**config.mk**
```make
export PLATFORM = sky130hd
export DESIGN_NAME = dmem_access_unit
export DESIGN_NICKNAME = d
export VERILOG_FILES = /design/src/rtl/dmem_access_unit_pkg.sv /design/src/rtl/dmem_access_unit_lane_align.sv /design/src/rtl/dmem_access_unit.sv
export SDC_FILE = /design/constraint.sdc
export NUM_CORES = 1
export LEC_CHECK = 0
export BUFFER_PORTS_ARGS = -buffer_cell sky130_fd_sc_hd__clkbuf_2
export CORE_UTILIZATION = 35
export DETAILED_ROUTE_END_ITERATION = 10
export SETUP_SLACK_MARGIN = 0.05
export SYNTH_ARGS = -nofsm -noshare
export SYNTH_HDL_FRONTEND = slang
export SYNTH_SLANG_ARGS = --single-unit
```
**constraint.sdc**
```tcl
create_clock -name clk -period 4.2 [get_ports clk]
set_input_delay 0.84 -clock clk [delete_from_list [all_inputs] [get_ports clk]]
set_output_delay 0.84 -clock clk [all_outputs]
set_load 0.005 [all_outputs]
```
**src/rtl/dmem_access_unit_pkg.sv**
```systemverilog
// dmem_access_unit_pkg: funct3 size/sign encodings and FSM state type for the data-memory access unit.
package dmem_access_unit_pkg;
  typedef enum logic [1:0] {IDLE, REQ, RESP, DONE} state_t;
  localparam logic [2:0] F3_B  = 3'b000;
  localparam logic [2:0] F3_H  = 3'b001;
  localparam logic [2:0] F3_W  = 3'b010;
  localparam logic [2:0] F3_D  = 3'b011;
  localparam logic [2:0] F3_BU = 3'b100;
  localparam logic [2:0] F3_HU = 3'b101;
  localparam logic [2:0] F3_WU = 3'b110;
  localparam logic [1:0] SZ_B = 2'd0;
  localparam logic [1:0] SZ_H = 2'd1;
  localparam logic [1:0] SZ_W = 2'd2;
  localparam logic [1:0] SZ_D = 2'd3;
endpackage

```
**src/rtl/dmem_access_unit_lane_align.sv**
```systemverilog
// dmem_access_unit_lane_align: store strobe/data lane replication, load extract and extend, misalign check.
module dmem_access_unit_lane_align
  import dmem_access_unit_pkg::*;
#(
  parameter int XLEN = 32,
  parameter int NB   = XLEN / 8,
  parameter int OW   = $clog2(NB)
) (
  input  logic [2:0]      funct3,
  input  logic [OW-1:0]   offset,
  input  logic [XLEN-1:0] wdata,
  input  logic [XLEN-1:0] rdata,
  output logic [NB-1:0]   wstrb,
  output logic [XLEN-1:0] wdata_rep,
  output logic [XLEN-1:0] load_data,
  output logic            misaligned
);
  logic [1:0]      size;
  logic [7:0]      mask;
  logic [XLEN-1:0] sh;
  assign size = funct3[1:0];
  assign mask = size == SZ_B ? 8'h01 : size == SZ_H ? 8'h03 : size == SZ_W ? 8'h0F : 8'hFF;
  assign wstrb = NB'(mask) << offset;
  assign wdata_rep = size == SZ_B ? {NB{wdata[7:0]}} :
                     size == SZ_H ? {(NB/2){wdata[15:0]}} :
                     size == SZ_W ? {(NB/4){wdata[31:0]}} : wdata;
  assign misaligned = (size == SZ_H && offset[0]) || (size == SZ_W && |offset[1:0]) ||
                      (size == SZ_D && |offset);
  // Selected lane ends up in the low bits before extension.
  assign sh = rdata >> {offset, 3'b000};
  assign load_data = funct3 == F3_B  ? XLEN'($signed(sh[7:0])) :
                     funct3 == F3_BU ? XLEN'(sh[7:0]) :
                     funct3 == F3_H  ? XLEN'($signed(sh[15:0])) :
                     funct3 == F3_HU ? XLEN'(sh[15:0]) :
                     funct3 == F3_W  ? XLEN'($signed(sh[31:0])) :
                     funct3 == F3_WU ? XLEN'(sh[31:0]) : sh;
endmodule

```
**src/rtl/dmem_access_unit.sv**
```systemverilog
// dmem_access_unit: MEM-stage load/store to valid/ready data bus bridge with pipeline hold.
// Define DMEM_TIMEOUT_EN to abort stuck bus accesses after TIMEOUT_CYCLES with a fault.
module dmem_access_unit
  import dmem_access_unit_pkg::*;
#(
  parameter int XLEN           = 32,
  parameter int TIMEOUT_CYCLES = 255
) (
  input  logic              clk,
  input  logic              reset_n,
  input  logic              valid_in,
  input  logic              mem_read_in,
  input  logic              mem_write_in,
  input  logic [XLEN-1:0]   addr_in,
  input  logic [XLEN-1:0]   wdata_in,
  input  logic [2:0]        funct3_in,
  input  logic              flush_in,
  input  logic              stall_in,
  output logic              hold_out,
  output logic              access_done_out,
  output logic [XLEN-1:0]   load_data_out,
  output logic              access_fault_out,
  output logic              misaligned_out,
  output logic              dbus_req_valid,
  input  logic              dbus_req_ready,
  output logic [XLEN-1:0]   dbus_req_addr,
  output logic              dbus_req_we,
  output logic [XLEN-1:0]   dbus_req_wdata,
  output logic [XLEN/8-1:0] dbus_req_wstrb,
  input  logic              dbus_resp_valid,
  input  logic [XLEN-1:0]   dbus_resp_rdata,
  input  logic              dbus_resp_err
);
  localparam int NB = XLEN / 8;
  localparam int OW = $clog2(NB);
  state_t          state, nxt;
  logic            kill, kill_now, qualify, timeout, resp_taken, busy;
  logic [XLEN-1:0] addr_q, ldata_q, al_wdata, al_ldata;
  logic [2:0]      f3_q, al_f3;
  logic [OW-1:0]   al_off;
  logic [NB-1:0]   al_strb;
  logic            al_mis, fault_q;
  // Formatter sees the incoming instruction while idle and the captured one afterwards.
  assign al_f3  = state == IDLE ? funct3_in : f3_q;
  assign al_off = state == IDLE ? addr_in[OW-1:0] : addr_q[OW-1:0];
  dmem_access_unit_lane_align #(.XLEN(XLEN)) u_align (
    .funct3(al_f3), .offset(al_off), .wdata(wdata_in), .rdata(dbus_resp_rdata),
    .wstrb(al_strb), .wdata_rep(al_wdata), .load_data(al_ldata), .misaligned(al_mis)
  );
  assign busy       = state == REQ || state == RESP;
  assign qualify    = valid_in && (mem_read_in || mem_write_in) && !al_mis && !flush_in;
  assign kill_now   = kill || flush_in;
  assign resp_taken = state == RESP && dbus_resp_valid;
`ifdef DMEM_TIMEOUT_EN
  localparam int CW = TIMEOUT_CYCLES > 255 ? $clog2(TIMEOUT_CYCLES + 1) : 8;
  logic [CW-1:0] cnt;
  always_ff @(posedge clk or negedge reset_n)
    if (!reset_n) cnt <= '0;
    else if (state == IDLE) cnt <= '0;
    else if (busy) cnt <= cnt + 1'b1;
  assign timeout = busy && cnt == CW'(TIMEOUT_CYCLES - 1);
`else
  assign timeout = 1'b0;
`endif
  always_comb begin
    nxt = state;
    hold_out = 1'b0;
    dbus_req_valid = 1'b0;
    case (state)
      IDLE: begin
        hold_out = qualify;
        nxt = qualify ? REQ : IDLE;
      end
      REQ: begin
        hold_out = 1'b1;
        dbus_req_valid = 1'b1;
        nxt = dbus_req_ready ? RESP : timeout ? (kill_now ? IDLE : DONE) : REQ;
      end
      RESP: begin
        hold_out = 1'b1;
        nxt = (dbus_resp_valid || timeout) ? (kill_now ? IDLE : DONE) : RESP;
      end
      default: nxt = (stall_in && !flush_in) ? DONE : IDLE;
    endcase
  end
  always_ff @(posedge clk or negedge reset_n)
    if (!reset_n) begin
      state          <= IDLE;
      kill           <= 1'b0;
      addr_q         <= '0;
      f3_q           <= '0;
      dbus_req_we    <= 1'b0;
      dbus_req_wdata <= '0;
      dbus_req_wstrb <= '0;
      ldata_q        <= '0;
      fault_q        <= 1'b0;
    end else begin
      state <= nxt;
      kill  <= busy && (nxt == REQ || nxt == RESP) && kill_now;
      if (state == IDLE && qualify) begin
        addr_q         <= addr_in;
        f3_q           <= funct3_in;
        dbus_req_we    <= mem_write_in;
        dbus_req_wdata <= al_wdata;
        dbus_req_wstrb <= al_strb;
      end
      if (busy && nxt == DONE) begin
        ldata_q <= resp_taken ? al_ldata : '0;
        fault_q <= resp_taken ? dbus_resp_err : 1'b1;
      end
    end
  assign dbus_req_addr    = {addr_q[XLEN-1:OW], OW'(0)};
  assign access_done_out  = state == DONE;
  assign load_data_out    = access_done_out ? ldata_q : '0;
  assign access_fault_out = access_done_out && fault_q;
  assign misaligned_out   = state == IDLE && valid_in && (mem_read_in || mem_write_in) && al_mis;
endmodule

```
* Word-level counts from Yosys, hierarchy flattened
Cells that the tools add are included.
** Cells by class
- Order comparisons :: 0
- Bitwise operators :: 0
- Muxes and demuxes :: 21
- Shift-type cells :: 2
- $add $sub $neg :: 0
- Multipliers :: 0
- Eq/ne operators :: 12
- Reduce and logical (&&, ||, !) cells :: 29
- Divide/modulo/power cells :: 0
** Operator list (number)
- $mux W32 :: 8
- $shr A32 B5 Y32 :: 1
- $logic_and A1 B1 Y1 :: 16
- $eq A2 B2 Y1 const B :: 6
- $mux W2 :: 5
- $mux W4 :: 2
- $eq A2 B1 Y1 const B :: 3
- $eq A3 B3 Y1 const B :: 2
- $logic_or A1 B1 Y1 :: 6
- $pmux W2 S3 :: 1
- $logic_not A2 Y1 :: 2
- $reduce_or A2 Y1 :: 2
- $shl A4 B2 Y4 :: 1
- $eq A3 B1 Y1 const B :: 1
- $logic_not A3 Y1 :: 1
- $mux W1 :: 3
- $mux W3 :: 1
- $logic_not A1 Y1 :: 2
- $pmux W1 S2 :: 1
** Word-level totals
- Output and inout port bits :: 106
- Memories kept :: 0
- Bits in latches :: 0
- Bits in writable memories :: 0
- Input port bits :: 109
- Register bits after elaboration :: 108
- Word-level logic and storage cells :: 73
- ROM bits :: 0

* Logic depth before layout (Yosys ltp)
- Depth in word-level cells :: 15
- Gate-level depth with buffers :: 17
- Depth with buffers taken out :: 12

* Modules after synthesis
From an unflattened synthesis, not the netlist that was laid out.
** Unflattened totals
- Cells, all modules :: 503
- Area, all modules :: 6148.4 um^2
** By module, submodules not included
- dmem_access_unit :: cells each 332, sequential area each 2702.6 um^2, area an instance 4889.7 um^2, instances 1
- dmem_access_unit_lane_align :: cells each 171, sequential area each 0.0 um^2, area an instance 1258.7 um^2, instances 1

* Worst setup path after synthesis
Ideal clock, no wire load.
- Path kind :: in2reg
- Start :: input port addr_in[1]
- End :: register ldata_q[31]
- Stages :: 13
- Required time :: 4.070 ns
- Setup slack :: 0.881 ns
- Arrival time :: 3.189 ns
- Buffers on the path :: 5
- Setup time :: 0.130 ns
- Cells stage by stage :: clkbuf_1 -> mux2i_1 -> o22ai_1 -> or3_1 -> buf_6 -> buf_2 -> a31oi_1 -> ha_1 -> nand2_1 -> clkbuf_1 -> clkbuf_1 -> a32oi_1 -> o21ai_0
** Between the ends
- Cells in the longest elaborated chain, start to end :: 12
- Elaborated cells on any way between the ends :: 19
- Classes of those cells :: eq/ne (1); shift (1); mux (8); reduce/logical (9)
** RTL lines
- start: declaration :: RTL line dmem_access_unit.sv:14 : input logic [XLEN-1:0] addr_in,
- $mux W2 (*) :: RTL line dmem_access_unit.sv:45 : assign al_off = state == IDLE ? addr_in[OW-1:0] : addr_q[OW-1:0];
- $reduce_or A2 Y1 (*) :: RTL line dmem_access_unit_lane_align.sv:27, dmem_access_unit_lane_align.sv:28
- $logic_and A1 B1 Y1 :: RTL line dmem_access_unit_lane_align.sv:27 : assign misaligned = (size == SZ_H && offset[0]) || (size == SZ_W && |offset[1:0]) ||
- $logic_or A1 B1 Y1 :: RTL line dmem_access_unit_lane_align.sv:27
- $logic_or A1 B1 Y1 (*) :: RTL line dmem_access_unit_lane_align.sv:27
- $logic_not A1 Y1 (*) :: RTL line dmem_access_unit.sv:51 : assign qualify = valid_in && (mem_read_in || mem_write_in) && !al_mis && !flush_in;
- $logic_and A1 B1 Y1 (*) (2 in series) :: RTL line dmem_access_unit.sv:51
- $mux W1 (*) :: RTL line dmem_access_unit.sv:72 : nxt = qualify ? REQ : IDLE;
- $pmux W2 S3 (*) :: RTL line dmem_access_unit.sv:69 : case (state)
- via nxt[0] :: RTL line dmem_access_unit.sv:36 : state_t state, nxt;
- $eq A2 B2 Y1 (*) :: RTL line dmem_access_unit.sv:107 : if (busy && nxt == DONE) begin
- $logic_and A1 B1 Y1 (*) :: RTL line dmem_access_unit.sv:107
- end signal: assignment :: RTL line dmem_access_unit.sv:108 : ldata_q <= resp_taken ? al_ldata : '0;
- end: declaration :: RTL line dmem_access_unit.sv:38 : logic [XLEN-1:0] addr_q, ldata_q, al_wdata, al_ldata;
The timed path passes the listed nets; every way through them passes the cells marked *.
A chain may end at the register's enable or synchronous reset.

* Worst setup path in the final report
- Start :: register state[0]
- End :: output port hold_out
** Between the ends
- Cells in the longest elaborated chain, start to end :: 10
- Elaborated cells on any way between the ends :: 19
- Classes of those cells :: eq/ne (5); mux (3); reduce/logical (11)
** RTL lines
- start: declaration :: RTL line dmem_access_unit.sv:36
- start signal: assignment :: RTL line dmem_access_unit.sv:98 : state <= nxt;
- $logic_not A2 Y1 :: RTL line dmem_access_unit.sv:44, dmem_access_unit.sv:45, dmem_access_unit.sv:69
- $mux W3 or $mux W2 (tied branches) :: RTL line dmem_access_unit.sv:44, dmem_access_unit.sv:45
- $eq A2 B1 Y1 (tied with other cells) :: RTL line dmem_access_unit_lane_align.sv:27
- $logic_and A1 B1 Y1 :: RTL line dmem_access_unit_lane_align.sv:27
- $logic_or A1 B1 Y1 (2 in series) :: RTL line dmem_access_unit_lane_align.sv:27
- $logic_not A1 Y1 :: RTL line dmem_access_unit.sv:51
- $logic_and A1 B1 Y1 (2 in series) :: RTL line dmem_access_unit.sv:51
- $pmux W1 S2 (*) :: RTL line dmem_access_unit.sv:69
- end: declaration :: RTL line dmem_access_unit.sv:19 : output logic hold_out,
Every way passes the cells marked *; elsewhere a longest branch is shown, timed or not.

==> results.cfg <==
[setup_path]
path_max_fanout = 24
critPathMaxStageDelay_ns = 0.54
rrSetupSlack_ns = 0.73
crit_required_ns = 3.36
crit_path_start_kind = flip-flop
crit_buf_inv = 3
r2r_start = state[0]
cp.arrival_ns = 2.69
worst_r2r_endpoint = ldata_q[24]
critPathKind = flip-flop to output port
slowest_stage = or3_4
crit_family = simple AND/OR/NAND/NOR gates
path_cells = inv_1 -> ha_1 -> buf_4 -> mux2i_1 -> o22ai_1 -> or3_4 -> a21oi_1 -> clkbuf_2
crit_path_end_kind = output port
reg2reg_depth = 14

[clock_network]
clock_sinks = 108
htreeDepth = 3
cts_buffers = 9
worstSkewPairLatency_ns = 0.35
root_buffer = clkbuf_16
clkTransAtPathRegs_ns = 0.07
cts.hold.buffers_added = 0
post_cts_buffers = 0
cts_tree = yes
cts_resized = 0
cts.path.max_buffers = 2

[floorplan]
die_area_um2 = 18320
io_pins = 215
die_h_um = 135.4
core.rowCount = 48
coreArea_um2 = 17360
die_w_um = 135.4
start_util_pct = 35.86

[sta]
finalHoldViolCount = 0
period_needed_ns = 3.533
period_share_pct = 84.12
final-setup-viol-count = 0
rsz0062_at_grt = no
achievable-frequency_ghz = 0.2830
fin_tns_setup_ns = 0
relSlewSlack_pct = 34.38
tightest_slew_ns = 0.9843
maxSlewViolCount = 0
finClkSkew_ns = 0.01078

[flow_run]
maxCapViolations = 0

[routing]
remaining_drc_errors = 0
drtAntennaViolNets = 0
routed_wl_um = 17430
viasPerCell = 5.237
drtPass1Iterations = 5
num_vias = 5148
wire_per_inst_um = 17.73
drtIter0Drc = 289

[yosys]
synthFlopType = dfrtp_1
muxShareOfSynthArea_pct = 19.48
synth.distinct_cells = 42
synth_seq_area_share_pct = 43.42
synth_top_family_by_area = multiplexers
synthXorXnorAreaFrac_pct = 0
yosys_warnings = 0
ys_ff_latch = 108
synth_fa_ha_area_share_pct = 1.005
syn_area_um2 = 6225
synth_simple_gate_area_share_pct = 11.44
synth.avg_cell_area_um2 = 10.55
synth_enable_flop_cells = 0
syn_inst = 590
async_flop_share_pct = 100.0
synth_compound_area_share_pct = 15.44

[final_layout]
nets = 867
antenna_cells = 0
final_common_cell = clkbuf_2
layout_common_cells = clkbuf_2, dfrtp_1, nand2_1
areaGrowthSynthToFinish_pct = 21.43
drive_gt1_share_pct = 42.08

[placed_design]
io_buffers = 212
gp_congestion = 0.9091
post-dp-hpwl_um = 12300

[global_route]
track_usage_pct = 19.06
grt_max_degree = 67
grt_pass1_wl_um = 26630
antenna_found_initial = 0
grt_pass1_vias = 4861
grt_overflow = 0

[hold_path]
worst_hold_path_type = input pin to asynchronous set/reset pin

[power]
p_leak_uw = 0.003928
p_per_area_nw_per_um2 = 657.2
peakVddDrop_mv = 0.3116
p_total_uw = 4968

[status]
status = completed
==> through the flow <==
stage	setup slack (ns)	area, um^2	std cells	hold slack [ns]	util (%)
2_1_floorplan	0.8811	6228	591	0.4424	-
3_3_place_gp	0.8124	7241	967	0.4588	41.72
3_5_place_dp	0.7334	7241	967	0.4734	41.72
4_1_cts	0.6250	7559	983	0.4968	43.55
5_1_grt	0.3523	7559	983	0.5199	43.55
6_report	0.6668	7559	983	0.4864	43.55
==> flip-flops by register name (all words and copies together) (netlist names) <==
name and flops:
addr_q 32, dbus_req_wdata 32, dbus_req_we 1, dbus_req_wstrb 4
f3_q 3, fault_q 1, kill 1, ldata_q 32
state 2
==> worst max-delay path by stage <==
stage | from | to | cells after the start | slack, ns
after floorplan | addr_in[1] | ldata_q[31] | 13 | 0.88
after global placement | addr_in[0] | ldata_q[30] | 12 | 0.81
after detailed placement | addr_in[0] | ldata_q[8] | 12 | 0.73
after CTS | state[0] | hold_out | 9 | 0.62
after global routing | state[1] | ldata_q[24] | 14 | 0.35
final | state[0] | hold_out | 8 | 0.67
==> cell type report <==
class	count	area (um^2)
clock inverters	5	75.07
inverters	24	90.09
fillers	1719	9798
repair buffers	227	1189
well taps	225	281.5
flip-flops and latches	108	2703
clock buffers	11	242.7
multi-input cells	383	2978
==> cell usage after synthesis (2+ instances only) <==
cell / n / area share, %
o22ai_1: 2 / 0.20
ha_1: 5 / 1.0
o21ai_0: 33 / 2.7
a41oi_1: 7 / 0.98
a32o_1: 2 / 0.32
buf_6: 8 / 1.4
a21oi_1: 15 / 1.2
o211ai_1: 15 / 1.8
mux2_4: 50 / 12
nor3_1: 3 / 0.24
a32oi_1: 10 / 1.4
a22oi_1: 17 / 2.1
clkbuf_1: 26 / 1.6
mux2_2: 16 / 2.9
buf_4: 33 / 4.0
nand2b_1: 3 / 0.30
a21boi_0: 8 / 0.96
and2_1: 33 / 3.3
mux2i_1: 11 / 1.8
o32ai_1: 2 / 0.28
nor2b_1: 13 / 1.3
nor2_1: 9 / 0.54
buf_2: 9 / 0.72
nand2_1: 92 / 5.5
a22o_1: 8 / 1.1
a222oi_1: 7 / 1.1
a31oi_1: 2 / 0.20
inv_1: 24 / 1.4
mux4_2: 7 / 2.5
dfrtp_1: 108 / 43
==> routing by layer <==
layer  global-route usage (%)  wire length (um)
met2                    29.94              7935
met1                    25.90              7841
met4                    6.679               314
met3                    3.928              1335
met5                        0                 0
==> worst register-to-register path, delay by kind of cell, from the launching register on <==
family | cells | cell delay (ns)
muxes | 1 | 0.29
AOI/OAI and AO/OA | 4 | 0.67
and+or+nand+nor | 3 | 0.70
buffers and inverters | 4 | 0.81
adders and majority gates | 2 | 0.50
DFF | 1 | 0.40
==> cells by family (layout without fill, tap and decap cells) <==
kind of cell	after synthesis	in the layout
other	1	2
DFF	108	108
and+or+nand+nor	155	155
adders and majority gates	5	5
muxes	85	85
buffers and inverters	100	267
AOI/OAI and AO/OA	136	136
==> report_power, final <==
group	internal (uW)	switching, uW	leakage [uW]
Combinational	1170	1150	0.00241
Sequential	1450	269	0.00136
Clock	537	390	0.000159
Power figures use the tool's default switching activity.
